File: src/rtl/uart_rx_oversample.sv
// rtl/uart_rx_oversample.sv - 8N1 UART receiver, 16x oversampling, per-frame baud divisor latch
// Single-byte output holding register with valid/ready handshake and overrun/frame-error pulses.
module uart_rx_oversample #(
  parameter int SYNC_STAGES = 2
) (
  input  logic        clk,
  input  logic        rst,
  input  logic [16:0] baud,
  input  logic        rx,
  input  logic        rx_ready,
  output logic [7:0]  rx_data,
  output logic        rx_valid,
  output logic        frame_err,
  output logic        overrun,
  output logic        busy
);

  typedef enum logic [2:0] {IDLE, START, DATA, STOP, WAIT_IDLE} state_t;

  state_t                 state, state_n;
  logic [SYNC_STAGES-1:0] sync_q;
  logic                   rx_s;
  logic [9:0]             div_sel, div_q, tick_cnt;
  logic                   tick, tick_wrap;
  logic [3:0]             os_cnt;
  logic [2:0]             bit_idx;
  logic [7:0]             shift_q;
  logic                   start_det, shift_en, commit, ferr_set;

  always_ff @(posedge clk) begin
    if (rst) sync_q <= '1;
    else     sync_q <= {sync_q[SYNC_STAGES-2:0], rx};
  end
  assign rx_s = sync_q[SYNC_STAGES-1];

  always_comb begin
    div_sel = 10'd326;
    case (baud)
      17'd4800:  div_sel = 10'd651;
      17'd9600:  div_sel = 10'd326;
      17'd14400: div_sel = 10'd217;
      17'd19200: div_sel = 10'd163;
      17'd38400: div_sel = 10'd81;
      17'd57600: div_sel = 10'd54;
      default:   div_sel = 10'd326;
    endcase
  end

  assign tick_wrap = (tick_cnt == div_q - 10'd1);
  assign tick      = (state != IDLE) && tick_wrap;
  assign busy      = (state != IDLE);

  always_comb begin
    state_n   = state;
    start_det = 1'b0;
    shift_en  = 1'b0;
    commit    = 1'b0;
    ferr_set  = 1'b0;
    case (state)
      IDLE: begin
        if (!rx_s) begin
          state_n   = START;
          start_det = 1'b1;
        end
      end
      START: begin
        if (tick && os_cnt == 4'd7) state_n = rx_s ? IDLE : DATA;
      end
      DATA: begin
        if (tick && os_cnt == 4'd15) begin
          shift_en = 1'b1;
          if (bit_idx == 3'd7) state_n = STOP;
        end
      end
      STOP: begin
        if (tick && os_cnt == 4'd15) begin
          if (rx_s) begin
            commit  = 1'b1;
            state_n = IDLE;
          end else begin
            ferr_set = 1'b1;
            state_n  = WAIT_IDLE;
          end
        end
      end
      WAIT_IDLE: begin
        // Leave only once the line is high again so a stuck-low line cannot restart a frame.
        if (rx_s) state_n = IDLE;
      end
      default: state_n = IDLE;
    endcase
  end

  always_ff @(posedge clk) begin
    if (rst) state <= IDLE;
    else     state <= state_n;
  end

  always_ff @(posedge clk) begin
    if (rst) begin
      div_q    <= 10'd326;
      tick_cnt <= '0;
      os_cnt   <= '0;
      bit_idx  <= '0;
      shift_q  <= '0;
    end else begin
      if (start_det) div_q <= div_sel;

      if (state == IDLE || tick_wrap) tick_cnt <= '0;
      else                            tick_cnt <= tick_cnt + 10'd1;

      // Every state change restarts the tick phase count; within DATA it wraps every 16 ticks.
      if (state_n != state) os_cnt <= '0;
      else if (tick)        os_cnt <= os_cnt + 4'd1;

      if (state == IDLE)  bit_idx <= '0;
      else if (shift_en)  bit_idx <= bit_idx + 3'd1;

      if (shift_en) shift_q <= {rx_s, shift_q[7:1]};
    end
  end

  always_ff @(posedge clk) begin
    if (rst) begin
      rx_data   <= 8'h00;
      rx_valid  <= 1'b0;
      frame_err <= 1'b0;
      overrun   <= 1'b0;
    end else begin
      frame_err <= ferr_set;
      overrun   <= commit && rx_valid && !rx_ready;
      if (commit) begin
        rx_data  <= shift_q;
        rx_valid <= 1'b1;
      end else if (rx_ready) begin
        rx_valid <= 1'b0;
      end
    end
  end

endmodule

File: config.mk
export PLATFORM = sky130hd
export DESIGN_NAME = uart_rx_oversample
export DESIGN_NICKNAME = d
export VERILOG_FILES = /design/src/rtl/uart_rx_oversample.sv
export SDC_FILE = /design/constraint.sdc
export NUM_CORES = 1
export LEC_CHECK = 0
export ABC_CLOCK_PERIOD_IN_PS = 3800
export CORE_MARGIN = 2
export CORE_UTILIZATION = 45
export CTS_CLUSTER_SIZE = 25
export DETAILED_ROUTE_END_ITERATION = 8
export GPL_ROUTABILITY_DRIVEN = 0
export MAX_ROUTING_LAYER = met4
export PLACE_DENSITY = 0.79
export SLEW_MARGIN = 20
export SYNTH_ARGS = -nofsm -noshare
export SYNTH_HDL_FRONTEND = slang
export SYNTH_SLANG_ARGS = --single-unit
File: constraint.sdc
create_clock -name clk -period 3.8 [get_ports clk]
set_clock_uncertainty 0.05 [all_clocks]
set_input_delay 0.38 -clock clk [delete_from_list [all_inputs] [get_ports clk]]
set_output_delay 0.38 -clock clk [all_outputs]
set_load 0.02 [all_outputs]
# Word-level counts from Yosys, hierarchy flattened
# Cells that the tools add are included.
[op_classes] n_addsub=4 mul=0 div=0 order_cmp=0 n_eq_ne=14 shifts=0 muxes=19 bitwise_logic=2 reduce_logical=14
[op_table] cell="10-bit case mux with 5 select lines" count=1
[op_table] cell="17-bit by 16-bit == test with 1-bit output (second input constant)" count=2
[op_table] cell="3-bit 2-to-1 mux" count=7
[op_table] cell="17-bit by 13-bit == test with 1-bit output (second input constant)" count=1
[op_table] cell="17-bit by 14-bit == test with 1-bit output (second input constant)" count=1
[op_table] cell="17-bit by 15-bit == test with 1-bit output (second input constant)" count=1
[op_table] cell="3-bit case mux with 5 select lines" count=1
[op_table] cell="10-bit by 1-bit adder with 10-bit output (second input constant)" count=1
[op_table] cell="10-bit == test" count=1
[op_table] cell="10-bit by 1-bit subtractor with 10-bit output (second input constant)" count=1
[op_table] cell="1-bit 2-to-1 mux" count=9
[op_table] cell="3-bit by 2-bit == test with 1-bit output (second input constant)" count=2
[op_table] cell="3-bit == test (second input constant)" count=2
[op_table] cell="2-bit OR reduction" count=3
[op_table] cell="1-bit logical AND" count=5
[op_table] cell="4-bit by 1-bit adder with 4-bit output (second input constant)" count=1
[op_table] cell="4-bit by 3-bit == test with 1-bit output (second input constant)" count=1
[op_table] cell="4-bit == test (second input constant)" count=1
[op_table] cell="3-bit by 1-bit adder with 3-bit output (second input constant)" count=1
[op_table] cell="3-bit by 1-bit == test with 1-bit output (second input constant)" count=1
[op_table] cell="3-bit logical NOT" count=1
[op_table] cell="3-bit inequality test" count=1
[op_table] cell="3-bit nonzero test" count=1
[op_table] cell="3-bit OR reduction" count=1
[op_table] cell="5 further kinds" count=6
[totals] regBits=51 latchBits=0 ram_bits=0 mem_bits_ro=0 inputBits=21 out_inout_bits=12 n_memories=0

# Depth between registers and ports, before layout
[depth] depth_word=8 ltp_mapped=11

# Worst setup path after synthesis
# Ideal clock, no wire load.
[synth_timing] path_type="register -> register" from="register div_q[0]" to="register rx_data[7]" setup_ns=0.070 arrival_time_ns=2.245 required_time_ns=3.680 setup_slack_ns=1.435 stages_incl_launch_ff=12 period_less_slack_ns=2.365 path_cell_list="dfxtp_1 > inv_1 > ha_1 > clkbuf_1 > o21bai_1 > a211o_1 > a21oi_1 > or2_2 > buf_2 > clkbuf_1 > nand4_1 > a21oi_1"
[synth_between] elab_chain_len=6
[synth_rtl] item="start, declared" line="23" source="logic [9:0] div_sel, div_q, tick_cnt;"
[synth_rtl] item="start signal, assigned" line="107" source="if (start_det) div_q <= div_sel;"
[synth_rtl] item="10-bit by 1-bit subtractor with 10-bit output" line="49" source="assign tick_wrap = (tick_cnt == div_q - 10'd1);"
[synth_rtl] item="10-bit == test" line="49"
[synth_rtl] item="1-bit logical AND" line="50" source="assign tick = (state != IDLE) && tick_wrap;"
[synth_rtl] item="1-bit logical AND" line="76" source="if (tick && os_cnt == 4'd15) begin"
[synth_rtl] item="1-bit 2-to-1 mux" line="76"
[synth_rtl] item="1-bit 2-to-1 mux" line="59" source="case (state)"
[synth_rtl] item="end signal, assigned" line="133" source="rx_data <= shift_q;"
[synth_rtl] item="end, declared" line="11" source="output logic [7:0] rx_data,"
# No other way between the ends.
# A chain may end at the register's enable or synchronous reset.

# Worst setup path after layout
[layout_timing] from="register div_q[6]" to="register os_cnt[2]"
[layout_between] elab_chain_len=8
[layout_rtl] item="10-bit by 1-bit subtractor with 10-bit output (*)" line="49"
[layout_rtl] item="10-bit == test (*)" line="49"
[layout_rtl] item="1-bit logical AND (*)" line="50"
[layout_rtl] item="1-bit logical AND, on equally long branches" line="70, 76, 67"
[layout_rtl] item="3-bit 2-to-1 mux, on equally long branches" line="76, 67, 70"
[layout_rtl] item="3-bit case mux with 5 select lines" line="59"
[layout_rtl] item="3-bit inequality test" line="113" source="if (state_n != state) os_cnt <= '0;"
[layout_rtl] item="2-bit OR reduction (no line)"
[layout_rtl] item="end signal, assigned" line="114" source="else if (tick) os_cnt <= os_cnt + 4'd1;"
[layout_rtl] item="end, declared" line="25" source="logic [3:0] os_cnt;"
# Every way passes the cells marked *; elsewhere a longest branch is shown, timed or not.

==> results.json <==
{
  "cts_resized": 0,
  "synth_commonest_cells": "dfxtp_1 (51), nor2_1 (31), a21oi_1 (26)",
  "yosysMostFrequentCell": "dfxtp_1",
  "final_antenna_net_count": 0,
  "cpMostUsedCell": "nand3_1",
  "fin_nets": 381,
  "via_per_inst": 5.91,
  "drive_above_1_share_pct": 7.87,
  "numCtsBuffers": 5,
  "drv_cap": 0,
  "r2r-start": "div_q[6]$_SDFFE_PP1P_",
  "synth_area_leaders": "dfxtp_1 (38%), nand4_1 (5.8%), a21oi_1 (4.8%)",
  "yosys.area.top_type_share_pct": 37.6,
  "first_pass_iters": 4,
  "arrival_ps": 2950,
  "period_needed_ps": 2810,
  "synth_edf_count": 0,
  "place_ws_ps": 963,
  "cts_sinks": 51,
  "nFillCells": 552,
  "clock_power_share_pct": 34.1,
  "r2r_end": "os_cnt[2]$_SDFFE_PP0P_",
  "crit_path_max_fanout": 14,
  "die_w_um": 81.7,
  "globalRouteTotalUtil_pct": 20.0,
  "area_growth_pct": 16.1,
  "grt_setup_unrepaired": "false",
  "synth_cells": 334,
  "grt_max_degree": 32,
  "multiInputGateArea_um2": 1560,
  "path_clk_slew_ps": 100,
  "portBuffers": 32,
  "initial_core_util_pct": 46.1,
  "setup_viol": 0,
  "worstHoldStart": "sync_q[0]$_SDFF_PP1_",
  "reg2reg_depth": 6,
  "synth_area_leader_cell": "dfxtp_1",
  "design_area_um2": 3150,
  "maxSlewHeadroom_pct": 42.9,
  "die_h_um": 81.7,
  "critPathCaptureType": "flop",
  "cts_tree": "built",
  "timing.setup.tns_ps": 0,
  "diodes": 0,
  "setup_slack_ps": 989,
  "synthDistinctLibCells": 55,
  "vdd_drop_max_mv": 0.259,
  "place_inst": 423,
  "pin_count": 33,
  "combinationalPowerShare_pct": 7.7,
  "period_share_pct": 74.0,
  "root_buffer": "clkbuf_8",
  "final_cell_count_no_fill": 431,
  "hold_path.class": "flop to flop",
  "clk_latency_ps": 310,
  "overflow": 0,
  "grt_pass1_vias": 2304,
  "tightest_slew_ps": 848,
  "synth_top_flop_cell": "dfxtp_1",
  "yosysSeqAreaShare_pct": 37.6,
  "setup.worst_path.start_class": "flop",
  "vias": 2546,
  "crit_family": "simple AND/OR/NAND/NOR gates",
  "rows": 28,
  "dieArea_um2": 6670,
  "hpwlAfterDp_um": 4410,
  "synthArstFlopShare_pct": 0,
  "sequentialPowerShare_pct": 58.2,
  "drc": 0,
  "p_sw_uw": 232,
  "p_total_uw": 939,
  "totalWireLength_um": 6120,
  "postCtsSetupBuffers": 0,
  "required_ps": 3940,
  "antenna_found_initial": 0,
  "endpoint": "os_cnt[2]$_SDFFE_PP0P_",
  "synth.ff_latch_count": 51,
  "intPower_uw": 707,
  "startpoint": "div_q[6]$_SDFFE_PP1P_",
  "avgSynthCellArea_um2": 8.13,
  "slowest_stage": "nand3_1",
  "p_leak_uw": 0.00102,
  "grt_first_pass_wirelength_um": 10300,
  "ctsHoldBuffers": 0,
  "crit_chain": "or2_2 -> or4_1 -> a211oi_2 -> nand3_1 -> o311ai_0 -> nand3_1",
  "path_buf_inv": 0,
  "maxSlewViolCount": 0,
  "cts_buffer_depth": 2,
  "worstSetupPathType": "flop to flop",
  "syn-num-nets": 360,
  "cp_num_cells": 6,
  "drt_iter0_drc": 145,
  "rrSetupSlack_ps": 990,
  "status": "completed",
  "cts_max_level": 2,
  "max_freq_mhz": 356,
  "p_per_area_nw_per_um2": 298,
  "sw_frac_of_total_pct": 24.7,
  "wl_per_cell_um": 14.2,
  "critPathMaxStageDelay_ps": 510,
  "hold_viol": 0,
  "synthesis.area_um2": 2710,
  "placed_cell_area_um2": 3060,
  "seqCellArea_um2": 1020,
  "core_area_um2": 5890,
  "ys_warn_count": 0
}
==> power by group through the flow <==
| stage | clock, µW | sequential, µW | combinational (µW) |
|---|---|---|---|
| 6_report | 320 | 546 | 72.6 |
| 3_5_place_dp | 0 | 558 | 72.2 |
| 4_1_cts | 326 | 546 | 72.4 |
| 5_1_grt | 350 | 547 | 79.7 |
| 3_3_place_gp | 0 | 558 | 70.4 |
| 2_1_floorplan | 0 | 556 | 40.0 |
==> how the worst min path moves through the flow <==
| stage | endpoint | slack, ps | cells past startpoint |
|---|---|---|---|
| global route | sync_q[1]$_SDFF_PP1_ | 380 | 1 |
| finish | sync_q[1]$_SDFF_PP1_ | 370 | 1 |
| detailed placement | sync_q[1]$_SDFF_PP1_ | 350 | 1 |
| global placement | sync_q[1]$_SDFF_PP1_ | 340 | 1 |
| CTS | sync_q[1]$_SDFF_PP1_ | 380 | 1 |
| floorplan | sync_q[1]$_SDFF_PP1_ | 340 | 1 |
==> metrics by stage <==
| stage | hold slack, ps | utilization, % |
|---|---|---|
| global route | 385 | 53.5 |
| floorplan | 339 | - |
| finish | 373 | 53.5 |
| CTS | 375 | 53.5 |
| global placement | 341 | 51.9 |
| detailed placement | 352 | 51.9 |
==> cells by family after synthesis <==
family	Yosys count	share of synthesized area, %
buf+inv	29	4.84
xor+xnor	21	6.78
flops	51	37.6
fa+ha+maj	5	2.31
compound gates	81	18.8
simple gates	147	29.6
==> flip-flops by register name, summed over array words and instances (netlist names) <==
name       cells
bit_idx        3
div_q         10
frame_err      1
os_cnt         4
overrun        1
rx_data        8
rx_valid       1
shift_q        8
state          3
sync_q         2
tick_cnt      10
==> per-layer routing <==
metal | up-vias | share of wire [%] | GRT usage, %
met3 | 8 | 5.0 | 2.31
met1 | 1205 | 47 | 26.3
met5 | - | 0 | -
li1 | 1264 | - | -
met2 | 69 | 47 | 31.9
met4 | 0 | 1.7 | 7.17
==> cell type report <==
| class | instances | area share, % |
|---|---|---|
| clock buffer | 5 | 2.18 |
| clock inverter | 3 | 0.794 |
| inverter | 6 | 0.715 |
| multi-input combinational | 254 | 49.6 |
| sequential | 51 | 32.4 |
| tap | 75 | 2.98 |
| timing repair buffer | 37 | 11.4 |
==> layout by cell type, fill, tap and decap left out, types with 10 or more instances in the layout <==
master / n
dfxtp_1: 51
clkdlybuf4s50_1: 32
nor2_1: 31
a21oi_1: 26
nand4_1: 25
nand2_1: 22
o21ai_0: 22
nand3_1: 14
xnor2_1: 13
nor3_1: 10
==> worst register-to-register path, cell delays in order (launching register included) <==
cell      delay, ps
dfxtp_1         400
or2_2           330
or4_1           480
a211oi_2        310
nand3_1         510
o311ai_0        500
nand3_1         100
Note: power is estimated with default switching activity, not from simulation.
